===== config.mk =====
export PLATFORM = sky130hd
export DESIGN_NAME = cycle_counter_display
export DESIGN_NICKNAME = d
export VERILOG_FILES = /design/src/rtl/cycle_counter_display.sv
export SDC_FILE = /design/constraint.sdc
export NUM_CORES = 1
export LEC_CHECK = 0
export ABC_CLOCK_PERIOD_IN_PS = 2700
export BUFFER_PORTS_ARGS = -buffer_cell sky130_fd_sc_hd__buf_2
export CAP_MARGIN = 20
export CORE_MARGIN = 3
export CORE_UTILIZATION = 54
export CTS_BUF_LIST = sky130_fd_sc_hd__clkbuf_8 sky130_fd_sc_hd__clkbuf_16
export DETAILED_ROUTE_END_ITERATION = 6
export PLACE_DENSITY = 0.77
export SYNTH_ARGS = -nofsm -noshare
export SYNTH_HDL_FRONTEND = slang
export SYNTH_SLANG_ARGS = --single-unit

===== constraint.sdc =====
create_clock -name clk -period 2.7 [get_ports clk]
set_input_delay 0.405 -clock clk [delete_from_list [all_inputs] [get_ports clk]]
set_output_delay 0.405 -clock clk [all_outputs]
set_load 0.02 [all_outputs]

===== src/rtl/cycle_counter_display.sv =====
// Counts rising edges of the FSM count strobe as a 4-digit BCD total
// and scans it onto a multiplexed active-low seven-segment display.
module cycle_counter_display #(
  parameter int unsigned SCAN_DIV = 50000
) (
  input  logic        clk,
  input  logic        rst,
  input  logic        count_in,
  input  logic        clear,
  output logic [15:0] bcd_value,
  output logic        overflow,
  output logic [3:0]  an,
  output logic [6:0]  seg,
  output logic        dp
);

  localparam int unsigned CW = $clog2(SCAN_DIV);
  localparam logic [CW-1:0] LAST = CW'(SCAN_DIV - 1);

  logic          cnt_d_q;
  logic [15:0]   bcd_q, bcd_d, bcd_inc;
  logic          ovf_q, ovf_d;
  logic [CW-1:0] scan_q, scan_d;
  logic [1:0]    idx_q, idx_d;
  logic [3:0]    an_q, an_d;
  logic [6:0]    seg_q, seg_d;
  logic          dp_q, dp_d;
  logic          inc, wrap, tick;
  logic [3:0]    dsel;
  logic          blank;

  function automatic logic [6:0] seg_of(input logic [3:0] d);
    logic [6:0] s;
    case (d)
      4'd0:    s = 7'b1000000;
      4'd1:    s = 7'b1111001;
      4'd2:    s = 7'b0100100;
      4'd3:    s = 7'b0110000;
      4'd4:    s = 7'b0011001;
      4'd5:    s = 7'b0010010;
      4'd6:    s = 7'b0000010;
      4'd7:    s = 7'b1111000;
      4'd8:    s = 7'b0000000;
      4'd9:    s = 7'b0010000;
      default: s = 7'b1111111;
    endcase
    return s;
  endfunction

  assign inc = count_in & ~cnt_d_q;

  // Ripple decimal carry; wrap is the carry out of digit3.
  always_comb begin
    logic       c;
    logic [3:0] dg;
    bcd_inc = bcd_q;
    c       = inc;
    for (int i = 0; i < 4; i++) begin
      dg = bcd_q[4*i +: 4];
      if (c) begin
        if (dg == 4'd9) begin
          bcd_inc[4*i +: 4] = 4'd0;
        end else begin
          bcd_inc[4*i +: 4] = dg + 4'd1;
          c = 1'b0;
        end
      end
    end
    wrap = c;
  end

  always_comb begin
    bcd_d = bcd_inc;
    ovf_d = ovf_q | wrap;
    if (clear) begin
      bcd_d = 16'h0000;
      ovf_d = 1'b0;
    end
  end

  assign tick   = (scan_q == LAST);
  assign scan_d = tick ? '0 : scan_q + 1'b1;
  assign idx_d  = tick ? idx_q + 2'd1 : idx_q;

  always_comb begin
    dsel  = bcd_q[3:0];
    blank = 1'b0;
    unique case (idx_q)
      2'd0: begin
        dsel  = bcd_q[3:0];
        blank = 1'b0;
      end
      2'd1: begin
        dsel  = bcd_q[7:4];
        blank = (bcd_q[15:4] == 12'h000);
      end
      2'd2: begin
        dsel  = bcd_q[11:8];
        blank = (bcd_q[15:8] == 8'h00);
      end
      2'd3: begin
        dsel  = bcd_q[15:12];
        blank = (bcd_q[15:12] == 4'h0);
      end
    endcase
  end

  always_comb begin
    an_d  = ~(4'b0001 << idx_q);
    seg_d = blank ? 7'b1111111 : seg_of(dsel);
    dp_d  = ~((idx_q == 2'd3) & ovf_q);
  end

  always_ff @(posedge clk or negedge rst) begin
    if (!rst) begin
      cnt_d_q <= 1'b0;
      bcd_q   <= 16'h0000;
      ovf_q   <= 1'b0;
      scan_q  <= '0;
      idx_q   <= 2'd0;
      an_q    <= 4'b1110;
      seg_q   <= 7'b1000000;
      dp_q    <= 1'b1;
    end else begin
      cnt_d_q <= count_in;
      bcd_q   <= bcd_d;
      ovf_q   <= ovf_d;
      scan_q  <= scan_d;
      idx_q   <= idx_d;
      an_q    <= an_d;
      seg_q   <= seg_d;
      dp_q    <= dp_d;
    end
  end

  assign bcd_value = bcd_q;
  assign overflow  = ovf_q;
  assign an        = an_q;
  assign seg       = seg_q;
  assign dp        = dp_q;

endmodule


# After elaboration in Yosys (flattened, before gate mapping)
# Memories as Yosys holds them, arrays and structs flattened.
# Cells that the tools add are included.
# W data, S select, Z words.
# classes
addsub	6
n_eq_ne	8
shifts	1
mux	22
n_bitwise	6
n_reduce_logical	8
# ops
operator	count
$mux W16	2
$mux W4	8
$add A16 B1 Y16 const B	1
$add A4 B1 Y4 const B	4
$eq A16 B16 Y1 const B	1
$eq A4 B4 Y1 const B	4
$pmux W4 S4	1
$logic_not A12 Y1	1
$mux W1	9
$logic_not A8 Y1	1
$reduce_bool A2 Y1	4
$mux W7	1
$eq A2 B2 Y1 const B	2
$logic_not A4 Y1	1
$not A4 Y4	1
$pmux W1 S4	1
$shl A1 B2 Y4 const A	1
$add A2 B1 Y2 const B	1
$and A1 B1 Y1	2
$eq A2 B1 Y1 const B	1
$logic_not A2 Y1	1
$not A1 Y1	2
$or A1 B1 Y1	1
# totals
reg_bits	48
rom_bits	112
input_bits	4
mem_count	1
# memory_table
name	depth	word_bits	rd	rd_clocked_by_memory_dff	write_ports	line	text
(name not given)	16	7	1	0	0	34	case (d)

# Longest topological paths before layout
# depth
ltp_word	8
depth_mapped	8
ltp_nobuf	8

# Worst setup path after synthesis
# Ideal clock, no wire load.
# synth_path
path_type	register to register
startpoint	reg idx_q[0]
endpoint	reg seg_q[3] (netlist: seg[3])
t_arrival_ns	1.961
required_ns	2.565
slack_ns	0.603
stages_incl_launch_ff	9
synth_period_minus_slack_ns	2.097
path_cell_list	dfrtp_1 inv_1 ha_1 clkbuf_1 mux2i_1 inv_1 ha_1 o21ai_0 nand4_1
# synth_via
elab_chain_len	4
elab_cells_between_ends	8
# synth_rtl
item	line	text
start, declared	24	logic [1:0] idx_q, idx_d;
start signal, assigned	129	idx_q <= idx_d;
$eq A2 B2 Y1, or another cell as far along	88	unique case (idx_q)
$pmux W4 S4	88	
$mem_v2 Z16 W7	n/a	
$mux W7 (*)	110	seg_d = blank ? 7'b1111111 : seg_of(dsel);
named net seg_d[3]	26	logic [6:0] seg_q, seg_d;
end signal, assigned	131	seg_q <= seg_d;
end, declared	26	
# Mark *: on every way through the listed nets, which the timed path passes. The rest lies on a longest branch.
# A chain may end at the register's enable or synchronous reset.

# Worst setup path after layout
# Ends and elaborated chain as after synthesis.

==> qor.yml <==
timing:
  skew_ns: 0.00812
  slew_violations: 0
  fmaxAchievable_ghz: 0.449
  rsz0062_at_grt: "no"
  whs_ns: -0.00587
  hold_violations: 12
  post-route-min-period_ns: 2.23
  setup_violations: 0
  slew_headroom_pct: 53.5
  timing.final.crit_share_pct: 82.4
  worst_slew_pin_slew_ns: 0.691
  finalSetupTns_ns: 0
yosys:
  yosysMostFrequentCell: "dfrtp_1"
  synth_area_leaders: "dfrtp_1 42%, ha_1 6.8%, dfstp_2 5.1%"
  async_flop_share_pct: 100
  yosysWarnings: 0
  ys_seq_area_share_pct: 46.9
  netlist.area_leader.share_pct: 41.8
  synth_area_leader_cell: "dfrtp_1"
  ys_top_cells_by_count: "43 x dfrtp_1, 22 x nor2_1, 19 x inv_1"
  synth_ff_type: "dfrtp_1"
  synth_cells: 256
  ys_types: 54
  synth-seq-cells: 48
  syn_avg_cell_area_um2: 10.1
  netlist_area_mm2: 0.00257
  syn-num-nets: 274
  synth_edf_count: 0
floorplanning:
  core-area_mm2: 0.00447
  rows: 24
  die_h_um: 75.0
  die-area_mm2: 0.00563
  die_x_um: 75.0
  io_pins: 33
  start_util_pct: 57.5
layout:
  antennaDiodeCount: 0
  postLayoutCellArea_mm2: 0.00288
  fillers: 380
  final_util_pct: 64.3
  layout-drive-gt1-share_pct: 19.0
  syn_to_final_growth_pct: 11.8
  nNetsFinal: 306
worst_setup_path:
  cp.required_ns: 2.88
  end_kind: "flip-flop"
  rrSetupSlack_ns: 0.47
  worst_setup_path_start_kind: "flip-flop"
  worst-path-max-fanout: 7
  arrival_ns: 2.40
  path_class: "reg -> reg"
global_route:
  grt_max_degree: 47
  gr-usage-all-layers_pct: 20.6
  grt_pass1_wl_mm: 8.87
  grt_pass1_vias: 1891
  grt_overflow: 0
  antenna_found_initial: 0
pwr:
  p_comb_share_pct: 4.9
  power.density_mw_per_mm2: 428
  p_sw_share_pct: 22.8
  power.leakage_nw: 1.34
  netSwitchingPower_mw: 0.281
  intPower_mw: 0.950
  seqPwrFrac_pct: 59.3
  power_frac_clock_pct: 35.7
  vdd_drop_max_mv: 0.232
cts:
  cts_made_buffers: 5
  ctsResizeCount: 0
  clk_pin_slew_worst_paths_ns: 0.08
  clock_tree.buffer_depth: 2
  cts.sinks: 48
  root_buffer: "clkbuf_8"
  cts_max_level: 2
  cts_setup_buffers: 0
  cts_hold_buf: 0
  cts_tree: "done"
  worstSkewPairLatency_ns: 0.31
detailed_routing:
  drc: 0
  wl_per_cell_um: 14.7
  drtIter0Drc: 84
  dr.pass1.iters: 5
  final_antenna_net_count: 0
  via_per_inst: 5.79
  vias: 1976
  wirelength_mm: 5.02
flow_run:
  drv_cap: 0
run_status:
  violations: "hold timing"
  status: "complete, but fails checks"
place:
  io_buffers: 32
  placed_cell_area_mm2: 0.00276
  dp_hpwl_mm: 3.67
  gp_congestion: 0.807
min_path:
  min_path_type: "in -> async"
[worst max-delay path, cell delays in order (launching register included)]
cell and delay [ns]:
dfrtp_1 0.41, inv_1 0.15, ha_1 0.38, mux2i_1 0.43
inv_1 0.13, ha_1 0.32, o21ai_0 0.16, nand4_1 0.11
[cell type report]
| type | count | area (µm²) | share of cell area, % |
|---|---|---|---|
| Clock buffer | 6 | 82.6 | 2.87 |
| Clock inverter | 2 | 11.3 | 0.391 |
| Inverter | 19 | 71.3 | 2.48 |
| Multi-Input combinational cell | 179 | 1240 | 43.2 |
| Sequential cell | 48 | 1210 | 42.0 |
| Tap cell | 52 | 65.1 | 2.26 |
| Timing Repair Buffer | 35 | 195 | 6.79 |
[final timing paths]
kind                       startpoint         to  cells past startpoint
setup / recovery             idx_q[0]     seg[3]                      7
hold / removal                    rst     seg[5]                      1
setup reg to reg             idx_q[0]     seg[3]                      7
hold reg to reg              overflow         dp                      1
max in group asynchronous         rst  scan_q[7]                      2
min in group clk             count_in    cnt_d_q                      1
[cells in the final DEF, fill, tap and decap left out, types with 5 or more instances in the layout]
cell | netlist | final
nand2_1 | 11 | 11
nor3_1 | 7 | 7
clkbuf_8 | 0 | 6
ha_1 | 14 | 14
xnor2_1 | 10 | 10
nand4_1 | 8 | 8
xor2_1 | 7 | 7
o21ai_0 | 10 | 10
a21oi_1 | 14 | 14
nand3_1 | 11 | 11
inv_1 | 19 | 20
nor2_1 | 22 | 22
buf_2 | 2 | 32
nor2b_1 | 5 | 5
dfstp_2 | 5 | 5
mux2i_1 | 6 | 6
dfrtp_1 | 43 | 43
[sequential cells by signal, indices dropped and copies added, names as in the netlist]
register and flops:
scan_q 16, dp 1, idx_q 2, seg 7
overflow 1, bcd_value 16, cnt_d_q 1, an 4
[per-stage QoR]
step / setup slack, ns / cells / total power [mW]
2_1_floorplan: 0.603 / 256 / 0.775
3_3_place_gp: 0.591 / 332 / 0.802
3_5_place_dp: 0.472 / 332 / 0.804
4_1_cts: 0.459 / 340 / 1.24
5_1_grt: 0.239 / 341 / 1.29
6_report: 0.475 / 341 / 1.23
[logic make-up (layout without fill, tap and decap cells)]
logic type | after synthesis | after routing | share of synthesized area [%]
AND/OR/NAND/NOR | 98 | 98 | 21.9
adder cells (fa/ha/maj) | 14 | 14 | 6.81
AO/OA/AOI/OAI | 41 | 41 | 10.1
multiplexers | 9 | 9 | 3.74
flip-flops | 48 | 48 | 46.9
buffers and inverters | 29 | 62 | 4.76
XOR/XNOR | 17 | 17 | 5.79
[power by group through the flow]
stage                     clock network [mW]  logic, mW  registers [mW]
after detailed placement                   0     0.0589           0.745
after global placement                     0     0.0579           0.745
after floorplan                            0     0.0216           0.754
after global routing                   0.482     0.0707           0.732
final                                  0.440     0.0607           0.731
after CTS                              0.451     0.0589           0.731
[metal layers]
metal	routed length (µm)	track usage, %
met1	2320	27.0
met2	2440	33.8
met3	178	4.94
met4	81	6.72
met5	0	0
No activity file was read; power rests on OpenSTA's default activity.
